<file path="src/rtl/powlib_ipsaxi_wrarb.sv">
// powlib_ipsaxi_wrarb
// Round-robin arbiter that shares one AXI write slave port between NM AXI
// write masters. A grant covers one whole burst: a single AW beat plus W beats
// up to wlast. The forwarded AWID carries the master index in its upper MIW
// bits, and B responses are steered back by that tag.
//
// Ports
//   clk, rst                 clock, synchronous active-low reset
//   m_aw*  / m_awvalid       packed master AW channels (master k in slice k)
//   m_awready                per-master AW ready
//   m_w*   / m_wvalid        packed master W channels
//   m_wready                 per-master W ready
//   m_bid, m_bresp           B payload broadcast to all masters
//   m_bvalid / m_bready      per-master B handshake
//   s_aw*, s_awvalid/ready   AW channel toward the slave (s_awid = {tag, id})
//   s_w*,  s_wvalid/ready    W channel toward the slave
//   s_bid, s_bresp, s_bvalid/s_bready  B channel from the slave

`ifndef POWLIB_BW
`define POWLIB_BW 8
`endif
`ifndef AXI_LENW
`define AXI_LENW 8
`endif
`ifndef AXI_SIZEW
`define AXI_SIZEW 3
`endif
`ifndef AXI_BURSTW
`define AXI_BURSTW 2
`endif
`ifndef AXI_RESPW
`define AXI_RESPW 2
`endif

module powlib_ipsaxi_wrarb #(
  parameter int  NM    = 2,
  parameter int  IDW   = 1,
  parameter int  B_BPD = 4,
  parameter int  B_AW  = `POWLIB_BW*B_BPD,
  localparam int MIW   = (NM > 1) ? $clog2(NM) : 1,
  localparam int SIW   = IDW + MIW,
  localparam int B_DW  = `POWLIB_BW*B_BPD,
  localparam int B_BEW = B_BPD
) (
  input  logic                        clk,
  input  logic                        rst,
  // master side AW
  input  logic [NM*IDW-1:0]           m_awid,
  input  logic [NM*B_AW-1:0]          m_awaddr,
  input  logic [NM*`AXI_LENW-1:0]     m_awlen,
  input  logic [NM*`AXI_SIZEW-1:0]    m_awsize,
  input  logic [NM*`AXI_BURSTW-1:0]   m_awburst,
  input  logic [NM-1:0]               m_awvalid,
  output logic [NM-1:0]               m_awready,
  // master side W
  input  logic [NM*B_DW-1:0]          m_wdata,
  input  logic [NM*B_BEW-1:0]         m_wstrb,
  input  logic [NM-1:0]               m_wlast,
  input  logic [NM-1:0]               m_wvalid,
  output logic [NM-1:0]               m_wready,
  // master side B
  output logic [IDW-1:0]              m_bid,
  output logic [`AXI_RESPW-1:0]       m_bresp,
  output logic [NM-1:0]               m_bvalid,
  input  logic [NM-1:0]               m_bready,
  // slave side AW
  output logic [SIW-1:0]              s_awid,
  output logic [B_AW-1:0]             s_awaddr,
  output logic [`AXI_LENW-1:0]        s_awlen,
  output logic [`AXI_SIZEW-1:0]       s_awsize,
  output logic [`AXI_BURSTW-1:0]      s_awburst,
  output logic                        s_awvalid,
  input  logic                        s_awready,
  // slave side W
  output logic [B_DW-1:0]             s_wdata,
  output logic [B_BEW-1:0]            s_wstrb,
  output logic                        s_wlast,
  output logic                        s_wvalid,
  input  logic                        s_wready,
  // slave side B
  input  logic [SIW-1:0]              s_bid,
  input  logic [`AXI_RESPW-1:0]       s_bresp,
  input  logic                        s_bvalid,
  output logic                        s_bready
);

  typedef enum logic {IDLE, XFER} state_t;

  state_t         state_reg;
  logic [MIW-1:0] gnt_reg;
  logic [MIW-1:0] last_reg;
  logic           aw_done_reg;
  logic           w_done_reg;

  // per-master views of the packed buses
  logic [IDW-1:0]         awid_a    [NM];
  logic [B_AW-1:0]        awaddr_a  [NM];
  logic [`AXI_LENW-1:0]   awlen_a   [NM];
  logic [`AXI_SIZEW-1:0]  awsize_a  [NM];
  logic [`AXI_BURSTW-1:0] awburst_a [NM];
  logic [B_DW-1:0]        wdata_a   [NM];
  logic [B_BEW-1:0]       wstrb_a   [NM];

  for (genvar gi = 0; gi < NM; gi++) begin : g_unpack
    assign awid_a[gi]    = m_awid[gi*IDW +: IDW];
    assign awaddr_a[gi]  = m_awaddr[gi*B_AW +: B_AW];
    assign awlen_a[gi]   = m_awlen[gi*`AXI_LENW +: `AXI_LENW];
    assign awsize_a[gi]  = m_awsize[gi*`AXI_SIZEW +: `AXI_SIZEW];
    assign awburst_a[gi] = m_awburst[gi*`AXI_BURSTW +: `AXI_BURSTW];
    assign wdata_a[gi]   = m_wdata[gi*B_DW +: B_DW];
    assign wstrb_a[gi]   = m_wstrb[gi*B_BEW +: B_BEW];
  end

  logic in_xfer;
  assign in_xfer = (state_reg == XFER);

  // Payloads follow the grant unconditionally; only valid/ready are gated.
  assign s_awid    = {gnt_reg, awid_a[gnt_reg]};
  assign s_awaddr  = awaddr_a[gnt_reg];
  assign s_awlen   = awlen_a[gnt_reg];
  assign s_awsize  = awsize_a[gnt_reg];
  assign s_awburst = awburst_a[gnt_reg];
  assign s_wdata   = wdata_a[gnt_reg];
  assign s_wstrb   = wstrb_a[gnt_reg];
  assign s_wlast   = m_wlast[gnt_reg];

  // W is never held behind AW: the slave wants write data before taking AW.
  assign s_awvalid = in_xfer && m_awvalid[gnt_reg] && !aw_done_reg;
  assign s_wvalid  = in_xfer && m_wvalid[gnt_reg] && !w_done_reg;

  always_comb begin
    m_awready = '0;
    m_wready  = '0;
    if (in_xfer) begin
      m_awready[gnt_reg] = s_awready && !aw_done_reg;
      m_wready[gnt_reg]  = s_wready && !w_done_reg;
    end
  end

  logic aw_hs;
  logic wlast_hs;
  assign aw_hs    = s_awvalid && s_awready;
  assign wlast_hs = s_wvalid && s_wready && s_wlast;

  // Round-robin pick: first requester after last_reg. Scanning downward lets
  // the nearest candidate overwrite farther ones.
  logic [MIW-1:0] pick;
  always_comb begin
    pick = '0;
    for (int i = NM; i >= 1; i--) begin
      if (m_awvalid[(int'(last_reg) + i) % NM]) begin
        pick = MIW'((int'(last_reg) + i) % NM);
      end
    end
  end

  always_ff @(posedge clk) begin
    if (!rst) begin
      state_reg   <= IDLE;
      gnt_reg     <= '0;
      last_reg    <= MIW'(NM-1);
      aw_done_reg <= 1'b0;
      w_done_reg  <= 1'b0;
    end else begin
      case (state_reg)
        IDLE: begin
          if (|m_awvalid) begin
            gnt_reg     <= pick;
            last_reg    <= pick;
            aw_done_reg <= 1'b0;
            w_done_reg  <= 1'b0;
            state_reg   <= XFER;
          end
        end
        XFER: begin
          if (aw_hs)    aw_done_reg <= 1'b1;
          if (wlast_hs) w_done_reg  <= 1'b1;
          // both halves may complete on the same edge
          if ((aw_done_reg || aw_hs) && (w_done_reg || wlast_hs)) begin
            state_reg <= IDLE;
          end
        end
        default: state_reg <= IDLE;
      endcase
    end
  end

  // B routing is purely combinational and independent of the write grant.
  // A tag with no matching master is acknowledged and dropped.
  logic [MIW-1:0] b_tag;
  assign b_tag   = s_bid[SIW-1 -: MIW];
  assign m_bid   = s_bid[IDW-1:0];
  assign m_bresp = s_bresp;

  always_comb begin
    m_bvalid = '0;
    s_bready = 1'b1;
    for (int i = 0; i < NM; i++) begin
      if (b_tag == MIW'(i)) begin
        m_bvalid[i] = s_bvalid;
        s_bready    = m_bready[i];
      end
    end
  end

endmodule

</file>
<file path="config.mk">
export PLATFORM = sky130hd
export DESIGN_NAME = powlib_ipsaxi_wrarb
export DESIGN_NICKNAME = d
export VERILOG_FILES = /design/src/rtl/powlib_ipsaxi_wrarb.sv
export SDC_FILE = /design/constraint.sdc
export NUM_CORES = 1
export LEC_CHECK = 0
export ABC_AREA = 1
export ABC_CLOCK_PERIOD_IN_PS = 1490
export CAP_MARGIN = 20
export CORE_AREA = 2 2 106 108
export CTS_CLUSTER_DIAMETER = 60
export DETAILED_ROUTE_END_ITERATION = 12
export DIE_AREA = 0 0 108 110
export GPL_TIMING_DRIVEN = 0
export PLACE_DENSITY = 0.7
export SYNTH_ARGS = -nofsm -noshare
export SYNTH_HDL_FRONTEND = slang
export SYNTH_SLANG_ARGS = --single-unit
</file>
<file path="constraint.sdc">
create_clock -name clk -period 1.49 [get_ports clk]
set_clock_uncertainty 0.2 [all_clocks]
set_input_delay 0.447 -clock clk [delete_from_list [all_inputs] [get_ports clk]]
set_output_delay 0.447 -clock clk [all_outputs]
set_load 0.05 [all_outputs]
</file>
## Word-level counts from Yosys, hierarchy flattened

Index checks and enable logic that the tools add are counted.

| storage, ports and cells | value |
|---|---|
| input bits | 181 |
| word-level logic and storage cells | 90 |
| output and inout port bits | 96 |
| flip-flop bits (word level) | 5 |

| cells by class | value |
|---|---|
| reductions and logical operators | 19 |
| eq/ne operators | 3 |
| $add $sub $neg | 2 |
| order comparisons | 5 |
| multiplexer cells | 50 |
| bitwise logic cells | 6 |

Operator list:

| kind | number |
|---|---|
| $mux 32 | 6 |
| $mux 1 | 26 |
| $mux 8 | 3 |
| $mux 4 | 3 |
| $logic_and 1x1->1 | 11 |
| $mux 2 | 5 |
| $mux 3 | 3 |
| $lt 2x3->1 const B | 2 |
| $pmux 1 s2 | 3 |
| $reduce_and 2->1 | 3 |
| $and 2x2->2 | 2 |
| $ne 2x1->1 const B | 2 |
| $add 1x1->1 const B | 2 |
| $and 1x1->1 const A | 2 |
| $ge 2x2->1 const B | 1 |
| $logic_not 1->1 | 2 |
| $logic_or 1x1->1 | 2 |
| $lt 1x2->1 const B | 1 |
| $ne 2x2->1 const B | 1 |
| $not 1->2 | 1 |
| $reduce_or 2->1 | 1 |
| $demux 1 s1 | 1 |
| $ge 1x1->1 const B | 1 |
| $not 1->1 | 1 |

## Logic depth before layout (Yosys ltp)

| logic depth | value |
|---|---|
| depth in word-level cells | 10 |
| gate-level depth with buffers | 7 |
| gate-level depth less buffers | 6 |

## Worst setup path before layout

OpenSTA, ideal clock, no wires.

| timing | value |
|---|---|
| path kind | flip-flop to output port |
| from | register gnt_reg |
| to | output m_awready[1] |
| buffers on the path | 2 |
| required time | 0.843 ns |
| cell stages (with the launch flop) | 5 |
| arrival | 1.710 ns |
| path slack | -0.867 ns |
| cells stage by stage | dfxtp_1 buf_6 inv_4 buf_6 nor3_1 |

| on the way | value |
|---|---|
| word-level cells in the longest chain between the ends | 6 |
| elaborated cells on any way between the ends | 7 |
| those cells by class | order compare (2); mux (3); bitwise (1); reduce/logical (1) |

RTL lines:

| what | line | text |
|---|---|---|
| start: declaration | 90 | `logic [MIW-1:0] gnt_reg;` |
| start signal: assignment | 168 | `gnt_reg <= pick;` |
| $lt 1x2->1 (not written as such) / $ge 1x1->1 (equally long branches) | 135 | `m_awready[gnt_reg] = s_awready && !aw_done_reg;` |
| $logic_and 1x1->1 | 135 |  |
| $mux 1 (not written as such) | 135 |  |
| $demux 1 s1 (*) | 135 |  |
| $and 2x2->2 (no line) (*) | -- |  |
| $mux 2 (*) | 134 | `if (in_xfer) begin` |
| end: declaration | 54 | `output logic [NM-1:0] m_awready,` |

Mark *: on every way between the ends. The rest lies on a longest branch, timed or not.

## Final worst setup path

| timing | value |
|---|---|
| from | register gnt_reg |
| to | output s_awaddr[19] |

| on the way | value |
|---|---|
| word-level cells in the longest chain between the ends | 4 |

RTL lines:

| what | line | text |
|---|---|---|
| $not 1->2 (not written as such) | 119 | `assign s_awaddr = awaddr_a[gnt_reg];` |
| $mux 32 (not written as such) (3 in a row) | 119 |  |
| end: declaration | 68 | `output logic [B_AW-1:0] s_awaddr,` |

No other way between the ends. The select of a mux whose other input is x is not followed.

==> impl_metrics.csv <==
group,metric,value,unit
critical_path,cp.arrival,1350,ps
sta,rsz0062_at_grt,"true",
sta,setup_viol,91,
synth,synth.top_cells.by_area,"nand2_1 (68%), buf_4 (8.5%), dfxtp_1 (7.0%)",
synth,synth_top_family_by_area,"simple AND/OR/NAND/NOR gates",
clocking,hold_buffers,0,
final_layout,layout_commonest_cell,"clkdlybuf4s50_1",
placement,placed_cell_area,0.005218,sq mm
power,peakVddDrop,0.3770,mV
critical_path,crit_type,"flip-flop to output port",
sta,fin_crit,1998,ps
clocking,clk_pin_slew_worst_paths,40,ps
route,detail-route-antenna-nets,0,
die,core-area,0.01070,sq mm
critical_path,crit_path_max_fanout,10,
sta,hold_viol_final,0,
clocking,cts_sinks,5,
critical_path,start_kind,"flip-flop",
final_layout,fin_nets,802,
synth,synth_top_area_share,0.6846,
final_layout,fin_area,0.006170,sq mm
die,die_area,0.01188,sq mm
grt,grt_pass1_vias,3155,
die,die_w,108,um
critical_path,critPathBufInv,5,
clocking,cts_tree,"yes",
sta,slew_headroom,0.8384,
synth,synth_flop_cell,"dfxtp_1",
sta,fmax,500.4,MHz
hold_path,hp-class,"flip-flop to flip-flop",
synth,synth_mux_area_frac,0.007930,
clocking,htree_levels,1,
sta,setup_slack,-508.3,ps
grt,antenna_found_initial,0,
final_layout,utilization,0.5767,
synth,ys_ff_latch,5,
placement,port_buffers,273,
final_layout,drive_above_1_share,0.5097,
die,start_util,0.1327,
synth,syn-num-nets,503,
placement,finalWeightedCongestion,0.7676,
synth,postSynth.asyncResetShare,0,
power,power_density,608.9,mW/mm^2
synth,ys_types,20,
route,drtPass1Iterations,4,
synth,ys_seq_area_frac,0.07048,
power,p_leak,2.812,nW
clocking,clock_latency,230,ps
grt,grt.total_usage,0.1571,
sta,finalSetupTns,-40950,ps
critical_path,critical_path.cell_chain,"buf_8 -> inv_8 -> buf_12 -> buf_8 -> nand2_1 -> nand2_4 -> buf_8",
route,finalWirelength,10.53,mm
critical_path,path_delay_family,"buffers and inverters",
synth,synth_compound_area_frac,0.03700,
final_layout,n_antenna_cell,0,
synth,synthAdderAreaFrac,0,
clocking,cts_buffers,3,
grt,grt_pass1_wl,14.99,mm
grt,grt_max_degree,11,
route,wl_per_cell,13.85,um
die,die_h,110,um
synth,ys_warn_count,0,
critical_path,cpPeakStageDelay,320,ps
synth,syn-instance-count,322,
placement,dp_hpwl,8.411,mm
job,maxCapViolCount,0,
route,via_count,3105,
run_status,status,"finished with violations",
grt,overflow,0,
sta,maxSlewViolCount,0,
final_layout,final_cell_mix,"clkdlybuf4s50_1 (162), nand2_1 (111), nand2_4 (88)",
die,rows,38,
synth,synth_edf_count,0,
synth,synth_largest_area_cell,"nand2_1",
route,drc,0,
run_status,failed_checks,"negative setup slack",
critical_path,crit_required,840,ps
critical_path,setup.worst_path.end_class,"output port",
die,io_pins,277,
clocking,cts_root_buf,"clkbuf_8",
clocking,clock_path_buffers,2,
route,drt-initial-drc-count,118,
sta,finalCritPeriodShare,1.341,
synth,syn_area_per_cell,4.410,sq um
route,routed_via_density,4.086,
sta,worstMarginPinSlew,242.4,ps
synth,syn-cell-area,0.001420,sq mm
synth,synth_simple_gate_area_frac,0.7357,
critical_path,cpMostUsedCell,"buf_8",
final_layout,syn_to_final_growth,334.4,%
synth,synthXorXnorAreaFrac,0,
critical_path,slowest_stage,"dfxtp_2",
-- power by group --
part	total, W	internal [W]	switching, W	leakage, nW
registers	0.000152	0.000146	0.00000678	0.0417
logic	0.00334	0.00154	0.00181	2.75
clock network	0.000261	0.000181	0.0000802	0.0255
-- cell families (layout without fill, tap and decap cells) --
| kind of cell | Yosys count | in the layout |
|---|---|---|
| DFF | 5 | 5 |
| AOI/OAI and AO/OA | 9 | 9 |
| buffers and inverters | 34 | 332 |
| muxes | 1 | 1 |
| and+or+nand+nor | 273 | 273 |
-- timing repair --
item,4_1_cts,5_1_grt
endpoints found under the setup margin,100,95
cloned,2,2
pin swaps,6,8
setup buffers,13,7
resized for setup,808,37
-- per-stage QoR --
| stage | hold WS [ps] | instances | power (W) | worst slack (ps) |
|---|---|---|---|---|
| finish | 266.6 | 760 | 0.003757 | -508.3 |
| global route | 296.7 | 760 | 0.003918 | -556.1 |
| CTS | 270.3 | 754 | 0.003674 | -507.9 |
| detailed placement | 263.6 | 735 | 0.002947 | -1331 |
| global placement | 240.9 | 735 | 0.002920 | -1314 |
| floorplan | 228.7 | 322 | 0.001876 | -244.0 |
-- routing by layer --
metal / track usage / wire, um / up-vias
li1: - / - / 1552
met1: 0.1574 / 3366 / 1409
met2: 0.3284 / 6030 / 136
met3: 0.04056 / 1019 / 8
met4: 0.02106 / 108 / 0
met5: 0 / 0 / -
-- Yosys cell counts (2+ instances only) --
cell type / number
buf_2: 5
inv_1: 10
buf_4: 16
buf_6: 2
nor2_1: 2
nor3_1: 4
nand3_1: 4
dfxtp_1: 5
a21oi_1: 4
nand2_2: 2
nand2_1: 259
-- final cells by class --
type | instances | area (sq um)
inverter | 11 | 52.55
tap | 140 | 175.2
buffer | 21 | 287.8
fill | 938 | 4528
clock inverter | 1 | 5.005
clock buffer | 3 | 41.29
multi-input combinational | 283 | 2152
sequential | 5 | 102.6
timing repair buffer | 296 | 3353
-- worst register-to-register path, cell delays in order (launching register included) --
cell	delay (ps)
dfxtp_2	320
buf_8	130
buf_4	160
nand2_2	80
o21ai_4	70
nor2_4	120
buf_4	120
buf_4	90
nand3_2	50
a21oi_2	130
-- path summary, 6_finish.rpt --
kind                         start                      end  slack (ps)  depth (start not counted)
max           gnt_reg$_SDFFE_PN0P_             s_awaddr[19]        -510                          7
min          last_reg$_SDFFE_PN1P_    last_reg$_SDFFE_PN1P_         270                          2
max reg2reg   gnt_reg$_SDFFE_PN0P_  w_done_reg$_SDFFE_PN0P_         -40                          9
min reg2reg  last_reg$_SDFFE_PN1P_    last_reg$_SDFFE_PN1P_         270                          2
Power figures use the tool's default switching activity.
